`config.mk`:
```
export PLATFORM = sky130hd
export DESIGN_NAME = vx_dispatch_serializer
export DESIGN_NICKNAME = d
export VERILOG_FILES = /design/src/rtl/vx_dispatch_pkg.sv /design/src/rtl/vx_lane_group_finder.sv /design/src/rtl/vx_dispatch_serializer.sv
export SDC_FILE = /design/constraint.sdc
export NUM_CORES = 2
export LEC_CHECK = 0
export ABC_AREA = 1
export CAP_MARGIN = 0
export CORE_AREA = 2 2 429 431
export CTS_CLUSTER_SIZE = 25
export DETAILED_ROUTE_END_ITERATION = 10
export DIE_AREA = 0 0 431 433
export PLACE_DENSITY = 0.47
export SLEW_MARGIN = 20
export SYNTH_ARGS = -nofsm -noshare
export SYNTH_HDL_FRONTEND = slang
export SYNTH_SLANG_ARGS = --single-unit
```
`constraint.sdc`:
```
create_clock -name clk_i -period 1.8 [get_ports clk_i]
set_input_delay 0.36 -clock clk_i [delete_from_list [all_inputs] [get_ports clk_i]]
set_output_delay 0.36 -clock clk_i [all_outputs]
set_load 0.1 [all_outputs]
```
`src/rtl/vx_dispatch_pkg.sv`:
```
// Shared configuration, state encoding and packet-header type for the dispatch serializer.
// The warp/lane geometry is set here and imported by every block of the serializer.
package vx_dispatch_pkg;

  localparam int NUM_THREADS = 8;
  localparam int NUM_LANES   = 2;
  localparam int XLEN        = 32;
  localparam int NUM_SRC     = 3;
  localparam int META_W      = 64;

  function automatic int calc_num_pkts(input int threads, input int lanes);
    return threads / lanes;
  endfunction

  function automatic int calc_pid_width(input int pkts);
    return (pkts > 1) ? $clog2(pkts) : 1;
  endfunction

  localparam int NUM_PKTS  = calc_num_pkts(NUM_THREADS, NUM_LANES);
  localparam int PID_WIDTH = calc_pid_width(NUM_PKTS);

  typedef enum logic {
    ST_IDLE = 1'b0,
    ST_SEND = 1'b1
  } state_e;

  typedef struct packed {
    logic [META_W-1:0]    meta;
    logic [NUM_LANES-1:0] tmask;
    logic [PID_WIDTH-1:0] pid;
    logic                 sop;
    logic                 eop;
  } pkt_hdr_t;

endpackage

```
`src/rtl/vx_lane_group_finder.sv`:
```
// Combinational priority finder over lane-group valid bits: lowest valid group,
// and the lowest valid group strictly above cur_pid_i.
module vx_lane_group_finder
  import vx_dispatch_pkg::*;
(
  input  logic [NUM_PKTS-1:0]  grp_valid_i,
  input  logic [PID_WIDTH-1:0] cur_pid_i,
  output logic [PID_WIDTH-1:0] first_pid_o,
  output logic [PID_WIDTH-1:0] next_pid_o,
  output logic                 has_next_o
);

  always_comb begin
    first_pid_o = '0;
    next_pid_o  = '0;
    has_next_o  = 1'b0;
    // NOTE: blocking '=' here: later iterations overwrite earlier ones, so the descending scan keeps the lowest match.
    for (int i = NUM_PKTS - 1; i >= 0; i--) begin
      if (grp_valid_i[i]) begin
        first_pid_o = PID_WIDTH'(i);
      end
      if (grp_valid_i[i] && (i > int'(cur_pid_i))) begin
        next_pid_o = PID_WIDTH'(i);
        has_next_o = 1'b1;
      end
    end
  end

endmodule

```
`src/rtl/vx_dispatch_serializer.sv`:
```
// Serialises one full-warp dispatch into NUM_PKTS lane-group packets with pid/sop/eop.
// Define DISPATCH_LANE_SKIP_EN to skip lane groups whose thread-mask slice is empty.
module vx_dispatch_serializer
  import vx_dispatch_pkg::*;
(
  input  logic                                 clk_i,
  input  logic                                 reset_ni,
  input  logic                                 in_valid_i,
  output logic                                 in_ready_o,
  input  logic [META_W-1:0]                    in_meta_i,
  input  logic [NUM_THREADS-1:0]               in_tmask_i,
  input  logic [NUM_THREADS*NUM_SRC*XLEN-1:0]  in_rs_data_i,
  output logic                                 out_valid_o,
  input  logic                                 out_ready_i,
  output logic [META_W-1:0]                    out_meta_o,
  output logic [NUM_LANES-1:0]                 out_tmask_o,
  output logic [NUM_LANES*NUM_SRC*XLEN-1:0]    out_rs_data_o,
  output logic [PID_WIDTH-1:0]                 out_pid_o,
  output logic                                 out_sop_o,
  output logic                                 out_eop_o
);

  localparam int GRP_W = NUM_LANES * NUM_SRC * XLEN;
  localparam int RS_W  = NUM_THREADS * NUM_SRC * XLEN;

  state_e                 state_q, state_d;
  logic [META_W-1:0]      meta_q, meta_d;
  logic [NUM_THREADS-1:0] tmask_q, tmask_d;
  logic [RS_W-1:0]        rs_q, rs_d;
  logic [PID_WIDTH-1:0]   pid_q, pid_d;
  logic                   sop_q, sop_d;

  logic                   eop;
  logic                   fire;
  logic                   accept;
  logic                   in_ready;
  logic [PID_WIDTH-1:0]   first_pid;
  logic [PID_WIDTH-1:0]   next_pid;
  pkt_hdr_t               hdr;

`ifdef DISPATCH_LANE_SKIP_EN
  logic [NUM_PKTS-1:0]  in_grp_vld;
  logic [NUM_PKTS-1:0]  held_grp_vld;
  logic                 has_next;
  logic [PID_WIDTH-1:0] in_next_unused;
  logic                 in_has_next_unused;
  logic [PID_WIDTH-1:0] held_first_unused;

  for (genvar g = 0; g < NUM_PKTS; g++) begin : g_grp_vld
    assign in_grp_vld[g]   = |in_tmask_i[g*NUM_LANES +: NUM_LANES];
    assign held_grp_vld[g] = |tmask_q[g*NUM_LANES +: NUM_LANES];
  end

  // Start point is taken from the incoming mask, the advance from the held one.
  vx_lane_group_finder u_first_finder (
    .grp_valid_i (in_grp_vld),
    .cur_pid_i   ('0),
    .first_pid_o (first_pid),
    .next_pid_o  (in_next_unused),
    .has_next_o  (in_has_next_unused)
  );

  vx_lane_group_finder u_next_finder (
    .grp_valid_i (held_grp_vld),
    .cur_pid_i   (pid_q),
    .first_pid_o (held_first_unused),
    .next_pid_o  (next_pid),
    .has_next_o  (has_next)
  );

  assign eop = ~has_next;
`else
  assign first_pid = '0;
  assign next_pid  = pid_q + PID_WIDTH'(1);
  // An all-zero mask still produces a single terminating packet at pid 0.
  assign eop       = (pid_q == PID_WIDTH'(NUM_PKTS - 1)) | ~(|tmask_q);
`endif

  always_comb begin
    // NOTE: every next-state target gets its default first, so no path can infer a latch.
    state_d  = state_q;
    meta_d   = meta_q;
    tmask_d  = tmask_q;
    rs_d     = rs_q;
    pid_d    = pid_q;
    sop_d    = sop_q;

    fire     = (state_q == ST_SEND) & out_ready_i;
    in_ready = (state_q == ST_IDLE) | (fire & eop);
    accept   = in_valid_i & in_ready;

    if (accept) begin
      state_d = ST_SEND;
      meta_d  = in_meta_i;
      tmask_d = in_tmask_i;
      rs_d    = in_rs_data_i;
      pid_d   = first_pid;
      sop_d   = 1'b1;
    end else if (fire) begin
      if (eop) begin
        state_d = ST_IDLE;
      end else begin
        pid_d = next_pid;
        sop_d = 1'b0;
      end
    end
  end

  always_ff @(posedge clk_i) begin
    if (!reset_ni) begin
      state_q <= ST_IDLE;
      meta_q  <= '0;
      tmask_q <= '0;
      // NOTE: the operand store is reset too, because its zeroed contents are visible on out_rs_data after reset.
      rs_q    <= '0;
      pid_q   <= '0;
      sop_q   <= 1'b0;
    end else begin
      state_q <= state_d;
      meta_q  <= meta_d;
      tmask_q <= tmask_d;
      rs_q    <= rs_d;
      pid_q   <= pid_d;
      sop_q   <= sop_d;
    end
  end

  assign out_valid_o = (state_q == ST_SEND);
  assign in_ready_o  = in_ready;

  assign hdr = '{
    meta:  meta_q,
    tmask: tmask_q[pid_q*NUM_LANES +: NUM_LANES],
    pid:   pid_q,
    sop:   sop_q & out_valid_o,
    eop:   eop & out_valid_o
  };

  assign out_meta_o    = hdr.meta;
  assign out_tmask_o   = hdr.tmask;
  assign out_pid_o     = hdr.pid;
  assign out_sop_o     = hdr.sop;
  assign out_eop_o     = hdr.eop;
  assign out_rs_data_o = rs_q[pid_q*GRP_W +: GRP_W];

endmodule

```
==> summary.txt <==
Global routing
  • First-pass GRT wire length: 318100 microns
  • Antenna violations before repair: 34
  • Total grt overflow: 0
  • Largest net degree at the start of global routing: 80
  • GRT Total Usage: 22.65%
  • Vias in the first global route: 47020

Route
  • # DRC: 0
  • Routed wl met2: 105900 microns
  • Final wirelength: 224100 microns
  • Met3 WL post-DR: 10700 microns
  • Iteration-0 DRC count of the detailed router: 3608
  • Routed length per placed instance: 21.76 microns
  • ANT nets after route: 0
  • Top Metal Used: met5
  • M1 WL: 97670 microns
  • Vias: 48090
  • Vias per cell: 4.671
  • 1st-pass router iterations: 6

Critical path
  • Worst path cell trace: buf_6 > clkbuf_16 > buf_16 > buf_16 > o21ai_1 > o22ai_4 > buf_12
  • CP Capture Point: out_rs_data_o[80]
  • Critical path's slowest cell: dfxtp_4
  • Startpoint types: flop
  • R2R Path End: rs_q[464]$_SDFFE_PN0P_
  • Worst path top cell family by delay: buffers and inverters
  • Worst path depth: 7
  • Critical Path Most Common Cell: buf_16
  • Reg-to-Reg Start: out_pid_o[0]$_SDFFE_PP0P_
  • WP data arrival: 2.38 ns
  • Crit. End Element: primary output
  • Setup crit start: out_pid_o[0]$_SDFFE_PP0P_
  • R2R cell count: 11
  • Max FO, Critical Path: 14
  • R2R setup slack: -0.59 ns
  • Setup CP Type: reg -> out
  • Req. time, crit path: 1.44 ns
  • Worst path max stage delay: 0.37 ns
  • CP Buf/Inv Count: 5

Min path
  • Hold path startpoint: reset_ni
  • Worst min path class: in -> reg

Place
  • IO Port Bufs: 1107
  • Detailed Place HPWL: 170700 microns
  • DP Area: 64270 sq um
  • GPL Wtd Cong: 0.9418
  • Placed insts: 10040

STA
  • Final Hold Violating Endpoints: 0
  • Min cycle time layout: 2.738 ns
  • RSZ-0062 raised after global routing: yes
  • Final setup fails: 1006
  • Clock Skews: 0.04144 ns
  • Slew Limit Fails: 0
  • Slew margin rel.: 64.62%
  • Worst slew pin tran: 0.5307 ns
  • Final worst-path setup slack: -0.9375 ns
  • Final period utilization: 152.1%
  • Achievable Freq: 365.3 MHz

Synth
  • Syn Inst Count: 6659
  • Mux cell area share after synthesis: 0%
  • Simple-Gate Fraction of Synth Area: 28.42%
  • Synth cell types: 21
  • Sequential fraction of the synthesis area: 39.77%
  • Post-Syn Area: 42480 sq um
  • Xor/xnor share of the synthesized area: 0%
  • Post-Synth Adder-Cell Area: 0.02945%
  • Post-synthesis area per instance: 6.380 sq um
  • Seq cells post-synth: 844
  • Syn Nets: 7504
  • Yosys Warn Count: 0
  • Compound-Gate Fraction of Synth Area: 17.40%
  • Largest family of logic cells by synthesized area: simple AND/OR/NAND/NOR gates

CTS
  • CTS tree: done
  • Max clock buf depth: 3
  • H-Tree Depth: 3
  • Worst-Skew Late Latency: 0.74 ns
  • CTS root buf: clkbuf_16
  • Hold_buf cts: 0
  • Clock transition at the registers of the reported paths: 0.06 ns
  • CTS buffer count: 103
  • CTS Sinks: 844

Outcome
  • Outcome: complete, but fails checks
  • Failing checks: negative setup slack

Die
  • DIE WIDTH: 431 microns
  • Io pins: 1108
  • Initial Util: 23.33%
  • Core ar.: 182100 sq um
  • Chip height: 433 microns
  • Die area: 186600 sq um
  • Row count: 157

Power
  • Power Total: 69.97 mW
  • Cell Int Power: 43.62 mW
  • Reg power frac: 31.8%
  • Worst VDD drop: 0.7616 mV
  • Logic pwr share: 37.7%
  • Leakage: 31.28 nW
  • Pwr/cell area: 1007 nW/um^2
  • Switching power total: 26.35 mW
  • Clk pwr share: 30.5%
  • Net Sw Frac: 37.66%

Layout
  • Final instance area: 69500 sq um
  • Fraction of layout cells with a size suffix above 1: 16.55%
  • Area grow syn2layout: 63.58%
  • Fin cells: 10300
  • Nets: 8662
  • Final core utilization: 38.17%

Job
  • Max cap viols: 0
-- cell usage in the layout, fill, tap and decap left out, types with 4 or more instances in the layout --
| master | instances |
|---|---|
| o21ai_0 | 87 |
| buf_4 | 354 |
| nand3_1 | 842 |
| clkdlybuf4s50_1 | 842 |
| buf_6 | 26 |
| clkinv_2 | 13 |
| clkbuf_16 | 121 |
| bufinv_16 | 4 |
| o21ai_4 | 7 |
| buf_16 | 16 |
| o22ai_4 | 192 |
| nor2_4 | 24 |
| clkbuf_8 | 31 |
| a21oi_1 | 842 |
| buf_8 | 6 |
| o21ai_1 | 237 |
| diode_2 | 18 |
| inv_1 | 854 |
| buf_12 | 385 |
| o21ai_2 | 55 |
| nor2_2 | 42 |
| dfxtp_1 | 841 |
| nor2_1 | 1163 |
| nand2_1 | 855 |
| clkbuf_1 | 21 |
-- routing by layer --
metal | up-vias | track usage [%]
li1 | 23600 | -
met1 | 22810 | 29.39
met2 | 1342 | 37.13
met3 | 332 | 3.562
met4 | 4 | 9.733
met5 | - | 0
-- cell type report --
class,count,area (sq um)
Timing Repair inverter,2,50.05
Clock buffer,158,3158
Antenna cell,18,45.04
Clock inverter,23,242.7
Tap cell,2385,2984
Sequential cell,844,16910
Timing Repair Buffer,1646,20060
Fill cell,19090,112600
Inverter,859,3279
Multi-Input combinational cell,4361,22780
-- sequential cells by signal, summed over array words and instances, names as in the netlist --
signal       cells
rs_q           768
out_meta_o      64
tmask_q          8
out_pid_o        2
out_valid_o      1
sop_q            1
-- logic make-up (layout without fill, tap and decap cells) --
kind of cell               after synthesis  count (layout)
and+or+nand+nor                       2933            2933
buffers and inverters                 1454            2688
AOI/OAI and AO/OA                     1427            1427
DFF                                    844             844
adders and majority gates                1               1
other                                    0              18
-- power groups by stage --
stage	combinational, mW	clock, mW	sequential (mW)
floorplan	14.6	0	23.0
detailed placement	25.9	0	22.5
global placement	25.8	0	22.5
finish	26.4	21.3	22.3
CTS	26.2	21.8	22.2
global route	27.9	22.5	22.5
-- how the worst min path moves through the flow --
| stage | slack, ns | cells past startpoint | to |
|---|---|---|---|
| after global placement | 0.46 | 2 | rs_q[426]$_SDFFE_PN0P_ |
| after global routing | 0.12 | 4 | rs_q[486]$_SDFFE_PN0P_ |
| after detailed placement | 0.46 | 2 | rs_q[414]$_SDFFE_PN0P_ |
| after floorplan | 0.45 | 2 | rs_q[386]$_SDFFE_PN0P_ |
| after CTS | 0.11 | 4 | rs_q[674]$_SDFFE_PN0P_ |
| final | 0.16 | 4 | rs_q[486]$_SDFFE_PN0P_ |
-- synth_stat cells --
cell type  count  area share (%)
nand4_1        2           0.029
o21ai_0      386             4.5
buf_6          3           0.080
nand2_1      857             7.6
a21oi_1      846              10
a21oi_2        1           0.021
and2_1         1           0.015
ha_1           1           0.029
buf_2        228             2.7
dfxtp_1      844              40
buf_8          1           0.035
nand2_2        1           0.015
buf_4         89             1.6
clkbuf_1     252             2.2
inv_2          2           0.018
buf_1         22            0.19
nor2_1      1229              11
nand3_1      843             9.9
a21boi_0       2           0.035
o22ai_1      192             2.8
inv_1        857             7.6
-- per-stage QoR --
step / hold WS [ns] / setup TNS [ns] / setup slack [ns]
after floorplan: 0.4462 / -70.43 / -0.7989
after global placement: 0.4558 / -450.16 / -0.6470
after detailed placement: 0.4630 / -460.31 / -0.6494
after CTS: 0.1114 / -424.07 / -0.9994
after global routing: 0.1246 / -539.20 / -1.005
final: 0.1595 / -438.84 / -0.9375
-- worst reg2reg max path: stages (launching register included) --
cell       delay, ns
dfxtp_4         0.37
buf_6           0.14
clkbuf_16       0.19
buf_6           0.14
ha_4            0.15
inv_4           0.06
nand3_4         0.07
buf_4           0.17
buf_12          0.16
buf_12          0.23
a21oi_1         0.49
nor2_1          0.09
-- repair_timing --
item	4_1_cts	5_1_grt
endpoints found under the setup margin	725	1036
setup buffers	15	23
pin swaps	27	68
gates cloned	8	16
gates resized for setup	188	211
Note: power is estimated with default switching activity, not from simulation.
